==> src/rtl/mc14433_frame_reader.sv <==
`default_nettype none
// mc14433_frame_reader: synchronises the MC14433 digit-strobe/BCD port and publishes
// validated frames as digits, flags and an 11-bit magnitude. Rev 1.0
module mc14433_frame_reader #(
  parameter int TIMEOUT = 4096,
  parameter int CW      = 13
) (
  input  logic        CP0,
  input  logic        R_clock,
  input  logic        eoc,
  input  logic [3:0]  ds,
  input  logic [3:0]  q,
  output logic        msd,
  output logic [3:0]  bcd2,
  output logic [3:0]  bcd3,
  output logic [3:0]  bcd4,
  output logic        pos,
  output logic        over_range,
  output logic        under_range,
  output logic [10:0] magnitude,
  output logic        data_valid,
  output logic        frame_err,
  output logic        busy
);

  typedef enum logic [2:0] {IDLE, WAIT1, WAIT2, WAIT3, WAIT4, PUBLISH} state_t;

  state_t        state, state_nx;
  logic          eoc_s1, eoc_s2, eoc_p;
  logic [3:0]    ds_s1, ds_s2, ds_p;
  logic [3:0]    q_s1, q_s2;
  logic [CW-1:0] timer;
  logic          sh_msd, sh_pos, sh_over, sh_under;
  logic [3:0]    sh_b2, sh_b3, sh_b4;
  logic          eoc_rise, err, take, clr_timer, in_wait;
  logic [3:0]    ds_rise, want;
  logic [10:0]   d2, d3, d4, mag_calc;

  always_ff @(posedge CP0 or negedge R_clock) begin
    if (!R_clock) begin
      eoc_s1 <= 1'b0; eoc_s2 <= 1'b0; eoc_p <= 1'b0;
      ds_s1  <= 4'd0; ds_s2  <= 4'd0; ds_p  <= 4'd0;
      q_s1   <= 4'd0; q_s2   <= 4'd0;
    end else begin
      eoc_s1 <= eoc;   eoc_s2 <= eoc_s1; eoc_p <= eoc_s2;
      ds_s1  <= ds;    ds_s2  <= ds_s1;  ds_p  <= ds_s2;
      q_s1   <= q;     q_s2   <= q_s1;
    end
  end

  assign eoc_rise = eoc_s2 & ~eoc_p;
  assign ds_rise  = ds_s2 & ~ds_p;
  assign in_wait  = (state == WAIT1) || (state == WAIT2) || (state == WAIT3) || (state == WAIT4);

  always_comb begin
    state_nx  = state;
    err       = 1'b0;
    take      = 1'b0;
    clr_timer = 1'b0;
    want      = 4'd0;
    case (state)
      WAIT1:   want = 4'b0001;
      WAIT2:   want = 4'b0010;
      WAIT3:   want = 4'b0100;
      WAIT4:   want = 4'b1000;
      default: want = 4'd0;
    endcase
    case (state)
      IDLE: begin
        if (eoc_rise) begin
          state_nx  = WAIT1;
          clr_timer = 1'b1;
        end
      end
      PUBLISH: state_nx = IDLE;
      default: begin
        // A fresh conversion silently abandons the partial frame.
        if (eoc_rise) begin
          state_nx  = WAIT1;
          clr_timer = 1'b1;
        end else if (ds_rise != 4'd0) begin
          // Any mismatch (wrong strobe or several at once) is an order error.
          if (ds_rise != want) err = 1'b1;
          else if ((state != WAIT1) && (q_s2 > 4'd9)) err = 1'b1;
          else begin
            take = 1'b1;
            case (state)
              WAIT1:   state_nx = WAIT2;
              WAIT2:   state_nx = WAIT3;
              WAIT3:   state_nx = WAIT4;
              default: state_nx = PUBLISH;
            endcase
          end
        end else if (timer == CW'(TIMEOUT)) begin
          err = 1'b1;
        end
        if (err) state_nx = IDLE;
      end
    endcase
  end

  assign d2 = {7'd0, sh_b2};
  assign d3 = {7'd0, sh_b3};
  assign d4 = {7'd0, sh_b4};
  assign mag_calc = (sh_msd ? 11'd1000 : 11'd0)
                  + (d2 << 6) + (d2 << 5) + (d2 << 2)
                  + (d3 << 3) + (d3 << 1) + d4;

  always_ff @(posedge CP0 or negedge R_clock) begin
    if (!R_clock) begin
      state      <= IDLE;
      timer      <= '0;
      sh_msd     <= 1'b0; sh_pos <= 1'b1; sh_over <= 1'b0; sh_under <= 1'b0;
      sh_b2      <= 4'd0; sh_b3  <= 4'd0; sh_b4   <= 4'd0;
      msd        <= 1'b0; pos    <= 1'b1;
      bcd2       <= 4'd0; bcd3   <= 4'd0; bcd4    <= 4'd0;
      over_range <= 1'b0; under_range <= 1'b0;
      magnitude  <= 11'd0;
      data_valid <= 1'b0;
      frame_err  <= 1'b0;
    end else begin
      state      <= state_nx;
      data_valid <= (state == PUBLISH);
      frame_err  <= err;
      if (clr_timer || take || !in_wait) timer <= '0;
      else                               timer <= timer + 1'b1;
      if (take) begin
        case (state)
          WAIT1: begin
            sh_msd   <= ~q_s2[3];
            sh_pos   <= q_s2[2];
            sh_over  <= q_s2[0] & ~q_s2[3];
            sh_under <= q_s2[0] & q_s2[3];
          end
          WAIT2:   sh_b2 <= q_s2;
          WAIT3:   sh_b3 <= q_s2;
          default: sh_b4 <= q_s2;
        endcase
      end
      if (state == PUBLISH) begin
        msd         <= sh_msd;
        pos         <= sh_pos;
        over_range  <= sh_over;
        under_range <= sh_under;
        bcd2        <= sh_b2;
        bcd3        <= sh_b3;
        bcd4        <= sh_b4;
        magnitude   <= mag_calc;
      end
    end
  end

  assign busy = (state != IDLE);

endmodule
`default_nettype wire

==> config.mk <==
export PLATFORM = sky130hd
export DESIGN_NAME = mc14433_frame_reader
export DESIGN_NICKNAME = d
export VERILOG_FILES = /design/src/rtl/mc14433_frame_reader.sv
export SDC_FILE = /design/constraint.sdc
export NUM_CORES = 1
export LEC_CHECK = 0
export CORE_MARGIN = 2
export CORE_UTILIZATION = 25
export CTS_CLUSTER_SIZE = 8
export DETAILED_ROUTE_END_ITERATION = 8
export DONT_BUFFER_PORTS = 1
export PLACE_DENSITY_LB_ADDON = 0.08
export SYNTH_ARGS = -nofsm -noshare
export SYNTH_HDL_FRONTEND = slang
export SYNTH_SLANG_ARGS = --single-unit
==> constraint.sdc <==
create_clock -name CP0 -period 4.11 [get_ports CP0]
set_input_delay 0.411 -clock CP0 [delete_from_list [all_inputs] [get_ports CP0]]
set_output_delay 0.411 -clock CP0 [all_outputs]
set_load 0.02 [all_outputs]
# == Word-level counts from Yosys, hierarchy flattened ==
# Index checks and enable logic that the tools add are counted.
# word_totals
out_inout_bits,30
reg_bits,84
word_cells,97
# classes
n_addsub,7
n_eq_ne,11
magnitude_cmp,1
reduce_logical,18
bitwise,8
muxes,25
# op_table
cell,count
3-bit 2-to-1 mux,6
4-bit one-hot mux with 4 select lines,1
1-bit 2-to-1 mux,14
13-bit by 1-bit adder with 13-bit output (second input constant),1
13-bit equality test (second input constant),1
13-bit 2-to-1 mux,1
10-bit by 10-bit adder with 11-bit output,1
11-bit by 4-bit adder with 11-bit output,1
11-bit by 5-bit adder with 11-bit output,1
11-bit by 6-bit adder with 11-bit output,1
11-bit by 7-bit adder with 11-bit output,1
11-bit by 9-bit adder with 11-bit output,1
10-bit 2-to-1 mux,1
3-bit one-hot mux with 3 select lines,1
4-bit by 2-bit inequality test with 1-bit output (second input constant),2
2-bit AND reduction,4
4-bit nonzero test,2
3-bit by 2-bit equality test with 1-bit output (second input constant),2
3-bit equality test (second input constant),2
3-bit one-hot mux with 2 select lines,1
1-bit logical OR,5
4-bit AND,1
4-bit greater-than comparator (second input constant),1
4-bit inequality test,1
other kinds (13),17

# == Depth between registers and ports, before layout ==
# Gate-level depths: netlist of run 1.
# depth
depth_word,10
mapped_depth,13
mapped_depth_nobuf,13

# == Worst setup path before layout of run 1 ==
# No wires, ideal clock.
# synth_timing
kind,flip-flop to flip-flop
startpoint,register sh_msd
endpoint,register magnitude[10]
arrival_time_ps,3272
synth_period_minus_slack_ps,3408
required_time_ps,3974
stages_incl_launch_ff,14
slack_ps,702
path_buffers,0
cell_sequence,dfrtp_1 > inv_1 > fa_1 > fa_1 > inv_1 > fa_1 > ha_1 > fa_1 > a21oi_1 > nor2_1 > nor2_1 > o21ai_0 > xnor2_1 > o21ai_0
# synth_between
elab_chain_cells,7
# synth_lines
element,line_no,source
start: declaration,33,"logic sh_msd, sh_pos, sh_over, sh_under;"
start signal: assignment,130,sh_msd <= ~q_s2[3];
10-bit 2-to-1 mux,105,assign mag_calc = (sh_msd ? 11'd1000 : 11'd0)
10-bit by 10-bit adder with 11-bit output,106,+ (d2 << 6) + (d2 << 5) + (d2 << 2)
11-bit by 9-bit adder with 11-bit output,106,
11-bit by 6-bit adder with 11-bit output,106,
11-bit by 7-bit adder with 11-bit output,107,+ (d3 << 3) + (d3 << 1) + d4;
11-bit by 5-bit adder with 11-bit output,107,
11-bit by 4-bit adder with 11-bit output,107,
end signal: assignment,148,magnitude <= mag_calc;
end: declaration,20,"output logic [10:0] magnitude,"
# No other way between the ends.
# A chain may end at the register's enable or synchronous reset.

# == Worst setup path in the final report of run 1 ==
# Ends and elaborated chain as after synthesis.

==> summary.md, run 1 <==
Clock latency on the worst-skew pair: 0.34 ns. The worst endpoint required time was 4.31 ns; the clock transition at the register clock pins on the worst setup and hold paths after CTS was 0.06 ns. The width of the chip is 129 µm. The via count of the first global-routing pass was 2333; the gate count after technology mapping was 323.

Half-perimeter wire length after detailed placement: 5370 µm. Leading area contributor after synthesis: sky130_fd_sc_hd__dfrtp_1. The nature of the critical path endpoint is a register.

The net count of the finished layout is 369. Entering global routing, the biggest net connects 84 pins. The share of synthesized area in the top cell type comes to 52.2%. The die area was 0.0166 mm².

By area the synthesized netlist is led by sky130_fd_sc_hd__dfrtp_1 52%, sky130_fd_sc_hd__fa_1 6.7%, sky130_fd_sc_hd__mux2_2 6.4%, sky130_fd_sc_hd__ha_1 6.1%, sky130_fd_sc_hd__inv_1 3.0%. Dividing the detail-routed wire length by the instance count gives 14.7 µm. For the count of unresolved DRC violations after routing, the log shows 0. Before antenna repair, the detailed router went through 4 iterations. Total of buffers placed on input and output ports: 0. Setup repair after global routing left no endpoint under its margin. The initial cell density of the core was 25.6%. Clock sink count: 83. The run finished with clean final reports. The most used flip-flop cell after synthesis was sky130_fd_sc_hd__dfrtp_1. Among cell families on the critical path, the largest total delay comes from adder cells. Relative to the synthesized area, the layout overhead comes to 14.4%. The number of cells traversed by the worst register-to-register path was 13. The run gives 45 as the floorplan row count.

The category of the most critical setup path was reg -> reg. The smallest clock period supported by the final layout is computed as 3.66 ns. The tools report the number of levels the H-tree was split into as 3. The biggest fanout along the worst timing path was 6; the register-to-register path setup slack was 0.45 ns.

The startpoint identified for the worst register-to-register timing path is sh_msd. Counting flops with a built-in enable in the synthesized netlist gives 0. The number of vias after detailed routing came out at 2190. The tools report the total count of max-transition violations in the final report as 0. The highest-delay cell along the critical path was sky130_fd_sc_hd__fa_1. The actual transition at the worst max-transition pin works out to 0.900 ns. For the total negative slack for setup checks, the log shows 0 ns. The async set-reset flop share out of synthesis is 100%.

The synthesized netlist occupies a cell area of 0.00389 mm². For the total congestion overflow, the log shows 0. For the worst setup path, the data arrival time is 3.86 ns. The worst hold path terminates at q_s1[0]. The maximum operating frequency came out at 273 MHz.

Cell repeated most along the worst path: sky130_fd_sc_hd__fa_1. For this design the ratio of total power to cell area is 597 mW/mm². Pin placement for this block handled 41 I/O pins. Number of antenna violations at the first check in global routing: 0.

Counting the buffers created by CTS gives 9. The last weighted congestion value of the routability-driven placer is 0.725. The tool flagged a number of max-cap violations equal to 0.

The average instance in the mapped netlist occupies 12.0 µm². sky130_fd_sc_hd__dfrtp_1 is the most common cell in the netlist. The worst setup path is launched from a register.

The number of DRC violations after detailed-routing iteration 0 was 72; the overall die height was 129 µm. The worst pin sits at a relative slew slack of 39.6%. Worst flop-to-flop path endpoint: magnitude[10]. Before CTS, the worst setup slack after placement is 0.399 ns. Number of hold violations in the final report: 0. During synthesis, Yosys emitted a total of 0 warnings.

TritonCTS built the clock tree. The final clock skew came out at 0.00729 ns. The analysis attributes to cell leakage a power of 2.11 nW. The library cell used as clock root buffer was sky130_fd_sc_hd__clkbuf_16. For the wire length of the first global-routing pass, the log shows 12700 µm. The placeable core area was 0.0152 mm²; the synthesis-stage register bit count was 83. The beginning of the worst hold path was q[0]. Setup violations remaining at the end of the flow were counted as 0. The sequential share of the synthesized area was 53.5%; the share of the cycle needed by the critical path after routing was 89.0%. The class of the tightest hold or removal check is in -> reg. Proportion of layout cells with a drive suffix above 1: 15.4%. The final layout contains routed wiring with a total length of 7630 µm. The number of nets in the synthesized netlist is 366.

Across every metal layer, demand over resource in global routing totals 10.2%. The worst hold path was traced through 0 stages. Ranked by instance count, the synthesized netlist is headed by 81 x sky130_fd_sc_hd__dfrtp_1, 31 x sky130_fd_sc_hd__inv_1, 24 x sky130_fd_sc_hd__nand2_1. In the routed layout, each cell is associated on average with a via count of 4.22. The signal on the critical path passes through inv_1, fa_1, fa_1, inv_1, fa_1, ha_1, fa_1, a21oi_1, nor2_1, nor2_1, o21ai_0, xnor2_1, o21ai_0. The slack of the critical path came out at 0.451 ns. The number of antenna diodes in the final layout is 0. For the number of antenna-violating nets in the routed design, the log shows 0. The largest incremental delay on the critical path works out to 0.52 ns.

The count of different cell masters after synthesis was 44. No sink is reached through more buffers than the 2 on the longest clock path. Together, buffers and inverters on the worst path number 2. Maximum resistive drop on vdd: 0.000225 V.
## flip-flops by register name (all words and copies together), names as in the netlist, 3 cells and up
signal and cells:
timer 13, magnitude 10, bcd2 4, bcd3 4
bcd4 4, ds_p 4, ds_s1 4, ds_s2 4
q_s1 4, q_s2 4, sh_b2 4, sh_b3 4
sh_b4 4, state 3
## timing repair
item,4_1_cts,5_1_grt
buffers inserted,0,0
hold buffers,2,0
endpoints found under the hold margin,83,0
resized for setup,0,0
## cell type report
cell class	instances	area, µm²
clock inverters	5	85.1
inverters	32	120
fillers	1613	10800
multi-input cells	197	1630
repair buffers	3	45.0
flip-flops and latches	83	2080
well taps	188	235
clock buffers	11	253
## cells in the final DEF (no fill, tap or decap), drive strengths merged, types with 3 or more instances in the layout
cell | synthesis | layout
nand2 | 24 | 24
mux2 | 24 | 24
xnor2 | 9 | 9
a21oi | 6 | 6
and3 | 6 | 6
nor4b | 3 | 3
or3 | 3 | 3
fa | 13 | 13
xor2 | 10 | 10
inv | 32 | 32
o21ai | 22 | 22
nor2 | 19 | 19
nand2b | 4 | 4
clkbuf | 5 | 11
nor4 | 3 | 3
ha | 19 | 19
dfrtp | 81 | 81
nor2b | 5 | 5
nand3 | 8 | 8
## stage by stage
stage	util, %	hold WS, ns	total power, mW	area [µm²]	cells
2_1_floorplan	-	0.115	1.60	3890	323
3_3_place_gp	26.8	0.120	1.79	4070	501
3_5_place_dp	26.8	0.121	1.79	4070	501
4_1_cts	29.2	0.0700	2.74	4440	519
5_1_grt	29.2	0.0658	2.86	4440	519
6_report	29.2	0.0930	2.65	4440	519
## power by group
group	internal (mW)	switching (mW)	total [mW]	leakage [nW]
clock network	0.567	0.331	0.898	0.162
registers	0.928	0.147	1.08	1.09
logic	0.293	0.385	0.679	0.862
## metal layers
metal / wire length (µm) / global-route usage [%]
met5: 0 / 0
met3: 332 / 3.41
met4: 154 / 4.41
met1: 3460 / 12.5
met2: 3680 / 16.5
## cell families (layout without fill, tap and decap cells)
| family | Yosys count | in the layout | synth area share [%] |
|---|---|---|---|
| DFF | 83 | 83 | 53.5 |
| AOI/OAI and AO/OA | 38 | 38 | 5.80 |
| and+or+nand+nor | 82 | 82 | 11.3 |
| muxes | 26 | 26 | 7.66 |
| adders and majority gates | 32 | 32 | 12.8 |
| xor gates and xnor gates | 19 | 19 | 4.28 |
| buffers and inverters | 43 | 51 | 4.64 |
## how the worst max path moves through the flow
stage	from	cells after the start	end
final	sh_msd	13	magnitude[10]
after global routing	sh_msd	13	magnitude[10]
after CTS	sh_msd	13	magnitude[10]
after detailed placement	sh_msd	13	magnitude[10]
after global placement	sh_msd	13	magnitude[10]
after floorplan	sh_msd	13	magnitude[10]
Power figures use the tool's default switching activity.
==> run 2, diff against run 1 <==
Settings changed: REMOVE_ABC_BUFFERS from default to 1.
Clock period 4.11 ns to 4.3 ns, I/O delays scaled along.
==> run 2 against run 1 <==
Against the previous run:
- the flow now finishes with violations (negative hold slack)
- critical path depth is the same
- global-route usage shrank 0.20 points
- combinational power down 7.7%
- fmax rose by 1.7%
- sequential power is 5% lower
- clock-buffer cell count unchanged
- critical path type unchanged
==> summary.md, run 2 (synthesis results as in run 1) <==
The run finished, with violations left. The final reports fail on negative hold slack. The run gives 0.00439 mm² (-1.2%) as the final instance area. For the maximum resistive drop on vdd, the log shows 0.000293 V (+30%). The arrival time at the worst endpoint is 3.80 ns (-0.06 ns). The placeable core area came out at 0.0152 mm² (unchanged). The proportion of layout cells with a drive suffix above 1 works out to 14.8% (-0.56 points). For the clock sink count, the log shows 83 (unchanged).

The pin count of the biggest net entering global routing was 84 (unchanged); the number of standard cells in the final layout excluding fillers was 518 (-0.19%). Counting flops per register, the top entry is timer. The maximum operating frequency was 278 MHz (+1.7%); the total of buffers placed on input and output ports was 0 (unchanged). The wire length of the first global-routing pass is 12600 µm (-0.77%), and the instance area after placement is 0.00407 mm² (unchanged). The run gives 4.50 ns (+0.19 ns) as the worst endpoint required time. The total routing resource utilization after global routing is 10.0% (-0.20 points). The number of levels the H-tree was split into came out at 3 (unchanged).

The tools report the post-cts repair resize count as 0 (unchanged). TritonCTS built the clock tree. The class of the tightest hold or removal check was in -> async.

The last weighted congestion value of the routability-driven placer is 0.688 (-5.1%). The share of the cycle needed by the critical path after routing was 83.7% (-5.4 points); the biggest fanout along the worst timing path was 6 (unchanged). Slack of the critical path: 0.703 ns (+0.252 ns). The largest registers in the layout are timer: 13 flops, magnitude: 10 flops. The average wire per cell in the routed design was 14.2 µm (-3.4%); the total congestion overflow was 0 (unchanged).

The clock period minus worst slack is 3.60 ns (-0.0623 ns), and the actual transition at the worst max-transition pin is 0.885 ns (-0.0150 ns). The worst max-slew margin expressed relative to the limit came out at 40.6% (+1.0 points). Setup repair after global routing left no endpoint under its margin. For the count of max-cap constraint violations, the log shows 0 (unchanged). The area added between synthesis and finish is 13.0%. In this run the clock root is driven by a sky130_fd_sc_hd__clkbuf_16.

The leakage power is 2.08 nW (-1.6%), and the cell count after placement is 501 (unchanged). The final clock skew is 0.00969 ns (+0.00240 ns), and the power density over the cells is 553 mW/mm² (-7.4%). The antenna cell count came out at 0 (unchanged).

The total negative slack for setup checks is 0 ns (unchanged), and the number of DRC violations after detailed-routing iteration 0 is 70 (-2.8%). The total count of max-transition violations in the final report is 0 (unchanged), and the final wirelength is 7350 µm (-3.6%). The width of the chip came out at 129 µm (unchanged). The run gives 25.6% (unchanged) as the initial cell density of the core.

The tools report the clock latency on the worst-skew pair as 0.34 ns (about the same). The overall power of the completed layout is 2.43 mW (-8.5%), and the via count normalized by instance count is 4.26 (+0.97%). Die area: 0.0166 mm² (unchanged). The flip-flop count of the largest register, all copies and words added is 13 (unchanged). The number of top-level pins was 41 (unchanged). By startpoint and endpoint, the worst setup path is classified as reg -> reg. The worst setup path is captured at a register. The via count of the first global-routing pass is 2343 (+0.43%), and the maximum clock insertion buffer count is 2 (unchanged).

The number of buffers added by the clock tree synthesis step was 9 (unchanged); the overall die height was 129 µm (unchanged). The leading cell type in the layout, fill and taps excluded was sky130_fd_sc_hd__dfrtp_1. The run gives 0 (unchanged) as the number of antenna violations at the first check in global routing.

The final setup violation count is 0 (unchanged), and the worst hold slack across all endpoints is -0.0159 ns (-0.109 ns). The setup fix buffers added after clock tree synthesis is 0 (unchanged). The half-perimeter wire length after detailed placement is 5050 µm (-6.0%), and the number of antenna-violating nets in the routed design is 0 (unchanged).

The clock transition at the register clock pins on the worst setup and hold paths after CTS was 0.06 ns (about the same). The final net count came out at 368 (-0.27%). The critical path startpoint category was a register.

The length of the first detailed-routing pass in iterations came out at 4 (unchanged). The worst setup slack before clock tree synthesis was 0.639 ns (+0.240 ns). The number of vias after detailed routing is 2207 (+0.78%), and the count of unresolved DRC violations after routing is 0 (unchanged). The floorplan row count came out at 45 (unchanged). In the layout the commonest cells are 81 x sky130_fd_sc_hd__dfrtp_1, 31 x sky130_fd_sc_hd__inv_1, 24 x sky130_fd_sc_hd__nand2_1. The number of hold violations in the final report was 21 (+21).
run 2: critical path, stage by stage, from the launching register on:
cell and delay, ns:
sky130_fd_sc_hd__dfrtp_1 0.42, sky130_fd_sc_hd__inv_1 0.28, sky130_fd_sc_hd__fa_1 0.47, sky130_fd_sc_hd__fa_1 0.51, sky130_fd_sc_hd__inv_1 0.05, sky130_fd_sc_hd__fa_1 0.38
sky130_fd_sc_hd__ha_1 0.22, sky130_fd_sc_hd__fa_1 0.40, sky130_fd_sc_hd__a21oi_1 0.16, sky130_fd_sc_hd__nor2_1 0.05, sky130_fd_sc_hd__nor2_1 0.14, sky130_fd_sc_hd__o21ai_0 0.13
sky130_fd_sc_hd__xnor2_1 0.15, sky130_fd_sc_hd__o21ai_0 0.08
run 2: final cells by class:
type,count,area [µm²]
fillers,1563,10800
repair buffers,2,35.0
well taps,188,235
inverters,32,120
multi-input cells,197,1630
flip-flops and latches,83,2080
clock buffers,11,233
clock inverters,5,61.3
run 2: metal layers:
layer	routed length [µm]	global-route usage (%)
met1	3360	12.4
met2	3410	15.3
met3	443	4.16
met5	0	0
met4	138	4.41
run 2: final timing paths:
path / from / end / slack (ns) / cells past startpoint
max: sh_msd / magnitude[10] / 0.70 / 13
min: R_clock / bcd2[3] / -0.02 / 1
max reg2reg: sh_msd / magnitude[10] / 0.70 / 13
min reg2reg: ds_s1[3] / ds_s2[3] / 0.35 / 0
max in group asynchronous: R_clock / sh_pos / 3.97 / 1
min in group CP0: q[3] / q_s1[3] / 0.11 / 0
run 2: repair_timing:
item | in CTS | in global routing
endpoints found under the setup margin | 0 | 0
hold buffers | 1 | 0
hold endpoints to repair | 83 | 0
run 2: power by group:
group	switching, mW	internal (mW)	total, mW
combinational	0.354	0.274	0.627
clock	0.320	0.452	0.773
sequential	0.140	0.887	1.03
run 2: stage by stage:
| step | hold slack (ns) | utilization [%] |
|---|---|---|
| detailed placement | 0.137 | 26.8 |
| finish | -0.0159 | 28.9 |
| global placement | 0.137 | 26.8 |
| global route | 0.00317 | 28.9 |
| CTS | 0.00714 | 28.9 |
| floorplan | 0.134 | - |
